<file path="config.mk">
export PLATFORM = sky130hd
export DESIGN_NAME = pdm_decimator_flat
export DESIGN_NICKNAME = d
export VERILOG_FILES = /design/src/rtl/pdm_decimator_if.sv /design/src/rtl/pdm_decimator.sv /design/src/flat_wrapper.sv
export SDC_FILE = /design/constraint.sdc
export NUM_CORES = 1
export LEC_CHECK = 0
export BUFFER_PORTS_ARGS = -buffer_cell sky130_fd_sc_hd__clkbuf_2
export CAP_MARGIN = 5
export CELL_PAD_IN_SITES_DETAIL_PLACEMENT = 1
export CELL_PAD_IN_SITES_GLOBAL_PLACEMENT = 1
export CORE_ASPECT_RATIO = 0.75
export CORE_MARGIN = 8
export CORE_UTILIZATION = 35
export DETAILED_ROUTE_END_ITERATION = 12
export PLACE_DENSITY = 0.68
export RECOVER_POWER = 100
export SYNTH_ARGS = -nofsm -noshare
export SYNTH_HDL_FRONTEND = slang
export SYNTH_SLANG_ARGS = --single-unit
</file>
<file path="constraint.sdc">
create_clock -name clk -period 1.95 [get_ports clk]
set_input_delay 0.39 -clock clk [delete_from_list [all_inputs] [get_ports clk]]
set_output_delay 0.39 -clock clk [all_outputs]
set_load 0.03 [all_outputs]
</file>
<file path="src/rtl/pdm_decimator_if.sv">
// Output-side handshake bundle of the PDM decimator: sample, valid/ready and sticky overrun.
interface pdm_decimator_if #(
    parameter int DATA_BITS = 12
);
    logic [DATA_BITS-1:0] dout;
    logic                 dout_valid;
    logic                 dout_ready;
    logic                 overrun;

    modport master (
        output dout,
        output dout_valid,
        input  dout_ready,
        output overrun
    );

    modport slave (
        input  dout,
        input  dout_valid,
        output dout_ready,
        input  overrun
    );
endinterface

</file>
<file path="src/rtl/pdm_decimator.sv">
// Boxcar (first-order CIC) decimator: counts ones over windows of 2**DATA_BITS accepted
// PDM bits and offers each count through a one-entry valid/ready output register.
module pdm_decimator #(
    parameter int DATA_BITS   = 12,
    parameter int SYNC_STAGES = 2
) (
    input  logic            clk,
    input  logic            rst,
    input  logic            pdm_in,
    input  logic            sample_en,
    pdm_decimator_if.master bus
);

    logic [SYNC_STAGES-1:0] sync_r;
    logic [DATA_BITS-1:0]   bit_cnt_r;
    logic [DATA_BITS:0]     ones_cnt_r;
    logic [DATA_BITS-1:0]   dout_r;
    logic                   dout_valid_r;
    logic                   overrun_r;

    logic                   bit_s;
    logic                   close_s;
    logic [DATA_BITS:0]     total_s;

    // A full window of ones gives exactly 2**DATA_BITS, the only value with the MSB set.
    function automatic logic [DATA_BITS-1:0] saturate(input logic [DATA_BITS:0] total);
        logic [DATA_BITS-1:0] result;
        if (total[DATA_BITS]) begin
            result = {DATA_BITS{1'b1}};
        end else begin
            result = total[DATA_BITS-1:0];
        end
        return result;
    endfunction

    assign bit_s   = sync_r[SYNC_STAGES-1];
    assign close_s = sample_en && (bit_cnt_r == {DATA_BITS{1'b1}});
    assign total_s = ones_cnt_r + {{DATA_BITS{1'b0}}, bit_s};

    // Synchroniser chain for the possibly asynchronous PDM input, clocked every cycle.
    always_ff @(posedge clk or posedge rst) begin
        if (rst) begin
            sync_r <= {SYNC_STAGES{1'b0}};
        end else begin
            sync_r[0] <= pdm_in;
            for (int i = 1; i < SYNC_STAGES; i++) begin
                sync_r[i] <= sync_r[i-1];
            end
        end
    end

    // Window counters: advance only on accepted bits, so gaps stretch the window.
    always_ff @(posedge clk or posedge rst) begin
        if (rst) begin
            bit_cnt_r  <= {DATA_BITS{1'b0}};
            ones_cnt_r <= {(DATA_BITS+1){1'b0}};
        end else if (sample_en) begin
            bit_cnt_r <= bit_cnt_r + DATA_BITS'(1);
            if (close_s) begin
                ones_cnt_r <= {(DATA_BITS+1){1'b0}};
            end else begin
                ones_cnt_r <= total_s;
            end
        end else begin
            bit_cnt_r  <= bit_cnt_r;
            ones_cnt_r <= ones_cnt_r;
        end
    end

    // One-entry output register; a close always wins, overwriting an unconsumed sample.
    always_ff @(posedge clk or posedge rst) begin
        if (rst) begin
            dout_r       <= {DATA_BITS{1'b0}};
            dout_valid_r <= 1'b0;
            overrun_r    <= 1'b0;
        end else if (close_s) begin
            dout_r       <= saturate(total_s);
            dout_valid_r <= 1'b1;
            if (dout_valid_r && !bus.dout_ready) begin
                overrun_r <= 1'b1;
            end else begin
                overrun_r <= overrun_r;
            end
        end else if (dout_valid_r && bus.dout_ready) begin
            dout_valid_r <= 1'b0;
        end else begin
            dout_valid_r <= dout_valid_r;
        end
    end

    assign bus.dout       = dout_r;
    assign bus.dout_valid = dout_valid_r;
    assign bus.overrun    = overrun_r;

endmodule

</file>
<file path="src/flat_wrapper.sv">
// flat-port wrapper written by rule: the top's interface ports become plain ports
module pdm_decimator_flat 
#(
    parameter int DATA_BITS   = 12,
    parameter int SYNC_STAGES = 2
)
  (clk, rst, pdm_in, sample_en, bus_dout, bus_dout_valid, bus_dout_ready, bus_overrun);
  pdm_decimator_if #(.DATA_BITS(DATA_BITS)) bus_i ();
  input  logic clk;
  input  logic rst;
  input  logic pdm_in;
  input  logic sample_en;
  output wire logic [$bits(bus_i.dout)-1:0] bus_dout;
  output wire logic [$bits(bus_i.dout_valid)-1:0] bus_dout_valid;
  input wire logic [$bits(bus_i.dout_ready)-1:0] bus_dout_ready;
  output wire logic [$bits(bus_i.overrun)-1:0] bus_overrun;
  assign bus_dout = bus_i.dout;
  assign bus_dout_valid = bus_i.dout_valid;
  assign bus_i.dout_ready = bus_dout_ready;
  assign bus_overrun = bus_i.overrun;
  pdm_decimator #(.DATA_BITS(DATA_BITS), .SYNC_STAGES(SYNC_STAGES)) u_core (.clk(clk), .rst(rst), .pdm_in(pdm_in), .sample_en(sample_en), .bus(bus_i));
endmodule
</file>
* After elaboration in Yosys (flattened, before gate mapping) *
Index checks and enable logic that the tools add are counted.

cells by class
  add/sub/neg operators = 2
  eq/ne operators = 1
  mux-type cells = 4
  reduce and logical (&&, ||, !) cells = 6

operators with widths
  kind                                            count
  adder 13 x 1 -> 13 bit                          1
  2-to-1 mux 13 bit                               1
  adder 12 x 1 -> 12 bit (second input constant)  1
  == test 12 bit (second input constant)          1
  2-to-1 mux 12 bit                               1
  logical AND 1 bit                               3
  2-to-1 mux 1 bit                                2
  AND reduction 2 bit                             1
  nonzero test 2 bit                              1
  zero test 1 bit                                 1

word-level totals
  register bits after elaboration = 41
  input bits = 5
  output and inout port bits = 14
  logic and storage cells = 19

* Longest topological paths before layout *
  depth in word-level cells = 3
  depth in mapped cells = 7

* Least setup slack after synthesis *
Ideal clock, no wire load.

  kind = reg-to-reg
  from = register u_core.ones_cnt_r[0]
  to = register u_core.dout_r[6], in the netlist u_core.bus.dout[6]
  setup time = 131 ps
  data arrival time = 1,720 ps
  data required time = 1,819 ps
  slack = 99 ps
  cell stages (with the launch flop) = 8
  path buffers = 1
  clock period less this slack = 1,851 ps
  cell sequence = dfrtp_1 ha_1 ha_1 nand3_1 nor4_2 xnor2_1 buf_2 a31oi_1

on the way
  cells in the longest elaborated chain, start to end = 2

ends and longest elaborated chain
  item                    line                 text
  from (decl)             pdm_decimator.sv:16  logic [DATA_BITS:0] ones_cnt_r;
  from (signal assigned)  pdm_decimator.sv:56  ones_cnt_r <= {(DATA_BITS+1){1'b0}};
  from (signal assigned)  pdm_decimator.sv:60  ones_cnt_r <= {(DATA_BITS+1){1'b0}};
  from (signal assigned)  pdm_decimator.sv:62  ones_cnt_r <= total_s;
  adder 13 x 1 -> 13 bit  pdm_decimator.sv:38  assign total_s = ones_cnt_r + {{DATA_BITS{1'b0}}, bit_s};
  2-to-1 mux 12 bit       pdm_decimator.sv:28  if (total[DATA_BITS]) begin
  to (signal assigned)    pdm_decimator.sv:73  dout_r <= {DATA_BITS{1'b0}};
  to (signal assigned)    pdm_decimator.sv:77  dout_r <= saturate(total_s);
  to (decl)               pdm_decimator.sv:17  logic [DATA_BITS-1:0] dout_r;

Every way passes these cells.
A chain may end at the register's enable or synchronous reset.

* Worst setup path after layout *
  from = register u_core.ones_cnt_r[0]
  to = register u_core.dout_r[9], in the netlist u_core.bus.dout[9]

Same word-level chain as after synthesis.

==> flow_metrics.env <==
export IMPL_synth_distinct_cells=30
export IMPL_start_util=0.356
export IMPL_die_h_um=79.4
export IMPL_layout_nets=210
export IMPL_setup_viol=0
export IMPL_fmax_ghz=0.545
export IMPL_clk_latency_ns=0.30
export IMPL_crit_buf_inv=1
export IMPL_rsz0062_at_grt="no"
export IMPL_postCtsSetupRepairBufs=0
export IMPL_total_power_uw=2290
export IMPL_grt_pass1_vias=1417
export IMPL_drv_cap=0
export IMPL_dr_first_iter_drc_count=24
export IMPL_hold_class="in2reg"
export IMPL_end_kind="flip-flop"
export IMPL_skew_ns=0.0102
export IMPL_clk_transition_reported_paths_ns=0.09
export IMPL_yosysMostFrequentCell="dfrtp_1"
export IMPL_internal_power_uw=1580
export IMPL_synth_seq_cells=41
export IMPL_cts_buffers=5
export IMPL_cts_root_buf="clkbuf_8"
export IMPL_clock_tree_buffer_depth=2
export IMPL_startpoint_type="flip-flop"
export IMPL_setup_tns_final_ns=0
export IMPL_cp_cell_sequence="ha_1 > ha_1 > nand3_1 > nor4_4 > xnor2_2 > buf_12 > a31oi_1"
export IMPL_drt_pass1_iter_count=4
export IMPL_crit_family="simple AND/OR/NAND/NOR gates"
export IMPL_die_x_um=101
export IMPL_vias=1325
export IMPL_max_slew_margin=0.335
export IMPL_synth_main_ff_cell="dfrtp_1"
export IMPL_critPathMaxStageDelay_ns=0.37
export IMPL_yosys_area_top_type="dfrtp_1"
export IMPL_critPathRequiredTime_ns=2.12
export IMPL_synth_common_cells="dfrtp_1 (41), nor2_1 (17), xnor2_1 (17), inv_1 (13), a31oi_1 (12)"
export IMPL_seq_area_frac_synth=0.547
export IMPL_ioPinCount=19
export IMPL_cp_common_cell="ha_1"
export IMPL_numPortBuffers=18
export IMPL_routed_wl_mm=4.13
export IMPL_synth_top_cell_area_share=0.547
export IMPL_cts_tree="built"
export IMPL_async_flop_share=1.00
export IMPL_postCtsHoldBufs=0
export IMPL_min_period_ns=1.83
export IMPL_power_frac_seq=0.499
export IMPL_whs_ns=0.211
export IMPL_core_area_mm2=0.00527
export IMPL_crit_fanout=10
export IMPL_cpMaxStageDelayCell="dfrtp_1"
export IMPL_pwr_share_clk=0.303
export IMPL_n_antenna_cell=0
export IMPL_htree_levels=2
export IMPL_fin_util=0.422
export IMPL_overflow=0
export IMPL_cts_repair_resized=0
export IMPL_row_count=23
export IMPL_grt_pass1_wl_mm=7.17
export IMPL_dpl_cell_area_mm2=0.00211
export IMPL_powerDensity_mw_per_mm2=1030
export IMPL_yosys_warnings=0
export IMPL_vias_per_cell=4.77
export IMPL_ir_drop_v=0.000304
export IMPL_dieArea_mm2=0.00798
export IMPL_synth_area_mm2=0.00188
export IMPL_combPwrFrac=0.197
export IMPL_gp_congestion=0.734
export IMPL_area_growth_pct=18.4
export IMPL_tightestPinTransition_ns=0.998
export IMPL_mappedNetlistNets=182
export IMPL_p_leak_uw=0.00100
export IMPL_final_period_utilization=0.941
export IMPL_antenna_found_initial=0
export IMPL_post_route_drc_count=0
export IMPL_finish_instance_area_mm2=0.00222
export IMPL_swShare=0.311
export IMPL_cts_sinks=41
export IMPL_wl_per_cell_um=14.9
export IMPL_hpwl_mm=2.96
export IMPL_hold_viol_final=0
export IMPL_synth_edf_count=0
export IMPL_status="completed"
export IMPL_cp_arrival_ns=2.01
export IMPL_antenna_left=0
export IMPL_synth_area_leaders="dfrtp_1 (55%), xnor2_1 (7.9%), a31oi_1 (4.0%)"
export IMPL_netlist_instances=174
export IMPL_path_class="reg2reg"
export IMPL_drive_above_1_share=0.143
export IMPL_grt_max_degree=42
export IMPL_grt_usage=0.114
export IMPL_p_sw_uw=713
export IMPL_syn_avg_cell_area_um2=10.8
export IMPL_slew_viol_final=0
## power by group through the flow
stage | clock, uW | combinational (uW) | sequential (uW)
finish | 695 | 453 | 1150
global route | 753 | 506 | 1170
CTS | 712 | 456 | 1140
detailed placement | 0 | 447 | 1160
floorplan | 0 | 325 | 1120
global placement | 0 | 434 | 1150
## through the flow
stage | cells | setup slack, ns
global route | 278 | 0.00974
finish | 278 | 0.116
CTS | 278 | 0.0462
floorplan | 174 | 0.0991
detailed placement | 270 | 0.0569
global placement | 270 | 0.180
## registers in the layout, summed over array words and instances, names as in the netlist
name                   flops
u_core.ones_cnt_r         13
u_core.sync_r              2
u_core.bus.overrun         1
u_core.bit_cnt_r          12
u_core.bus.dout_valid      1
u_core.bus.dout           12
## per-layer routing
layer / track usage / up-vias / share of wire
met1: 0.156 / 640 / 0.51
met5: 0 / - / 0
li1: - / 661 / -
met2: 0.165 / 19 / 0.43
met3: 0.0305 / 5 / 0.046
met4: 0.0496 / 0 / 0.015
## cell families after synthesis
kind of cell / Yosys count / share of synthesized area
multiplexers: 2 / 0.0120
flip-flops: 41 / 0.547
buffers and inverters: 20 / 0.0467
adder cells (fa/ha/maj): 3 / 0.0200
XOR/XNOR: 22 / 0.103
AO/OA/AOI/OAI: 31 / 0.109
AND/OR/NAND/NOR: 55 / 0.163
## worst paths after layout
path / to / startpoint / cells past startpoint / slack (ns)
setup / recovery: u_core.bus.dout[9]$_DFFE_PP0P_ / u_core.ones_cnt_r[0]$_DFFE_PP0P_ / 7 / 0.12
hold reg to reg: u_core.sync_r[1]$_DFF_PP0_ / u_core.sync_r[0]$_DFF_PP0_ / 0 / 0.37
max in group asynchronous: u_core.ones_cnt_r[1]$_DFFE_PP0P_ / rst / 3 / 0.96
setup reg to reg: u_core.bus.dout[9]$_DFFE_PP0P_ / u_core.ones_cnt_r[0]$_DFFE_PP0P_ / 7 / 0.12
min in group asynchronous: u_core.bit_cnt_r[11]$_DFFE_PP0P_ / rst / 3 / 0.37
hold / removal: u_core.sync_r[0]$_DFF_PP0_ / pdm_in / 1 / 0.21
## worst reg2reg max path: stages (launching register included)
cell and delay [ns]:
dfrtp_1 0.37, ha_1 0.22, ha_1 0.19, nand3_1 0.14, nor4_4 0.33, xnor2_2 0.21
buf_12 0.17, a31oi_1 0.10
## final cells by class
type | count | area, um2
clock inverter | 3 | 46.3
tap | 75 | 93.8
fill | 602 | 3050
multi-input combinational | 113 | 783
sequential | 41 | 1030
timing repair buffer | 28 | 154
clock buffer | 5 | 68.8
inverter | 13 | 48.8
## cell usage in the layout (no fill, tap or decap), types with 2 or more instances in the layout
cell type,n
clkbuf_8,5
mux2_2,2
xnor2_1,16
nand2_1,8
clkbuf_2,5
a31oi_1,12
nand3_1,4
inv_1,13
nand4_2,2
xor2_1,5
dfrtp_1,41
o22ai_1,7
ha_1,3
clkbuf_1,15
o21ai_0,2
nand4_1,6
and3_1,3
nor4_4,2
a22o_1,5
buf_4,7
nor3_1,5
nor2b_1,3
o21ai_1,3
nor2_1,17
No activity file was read; power rests on OpenSTA's default activity.
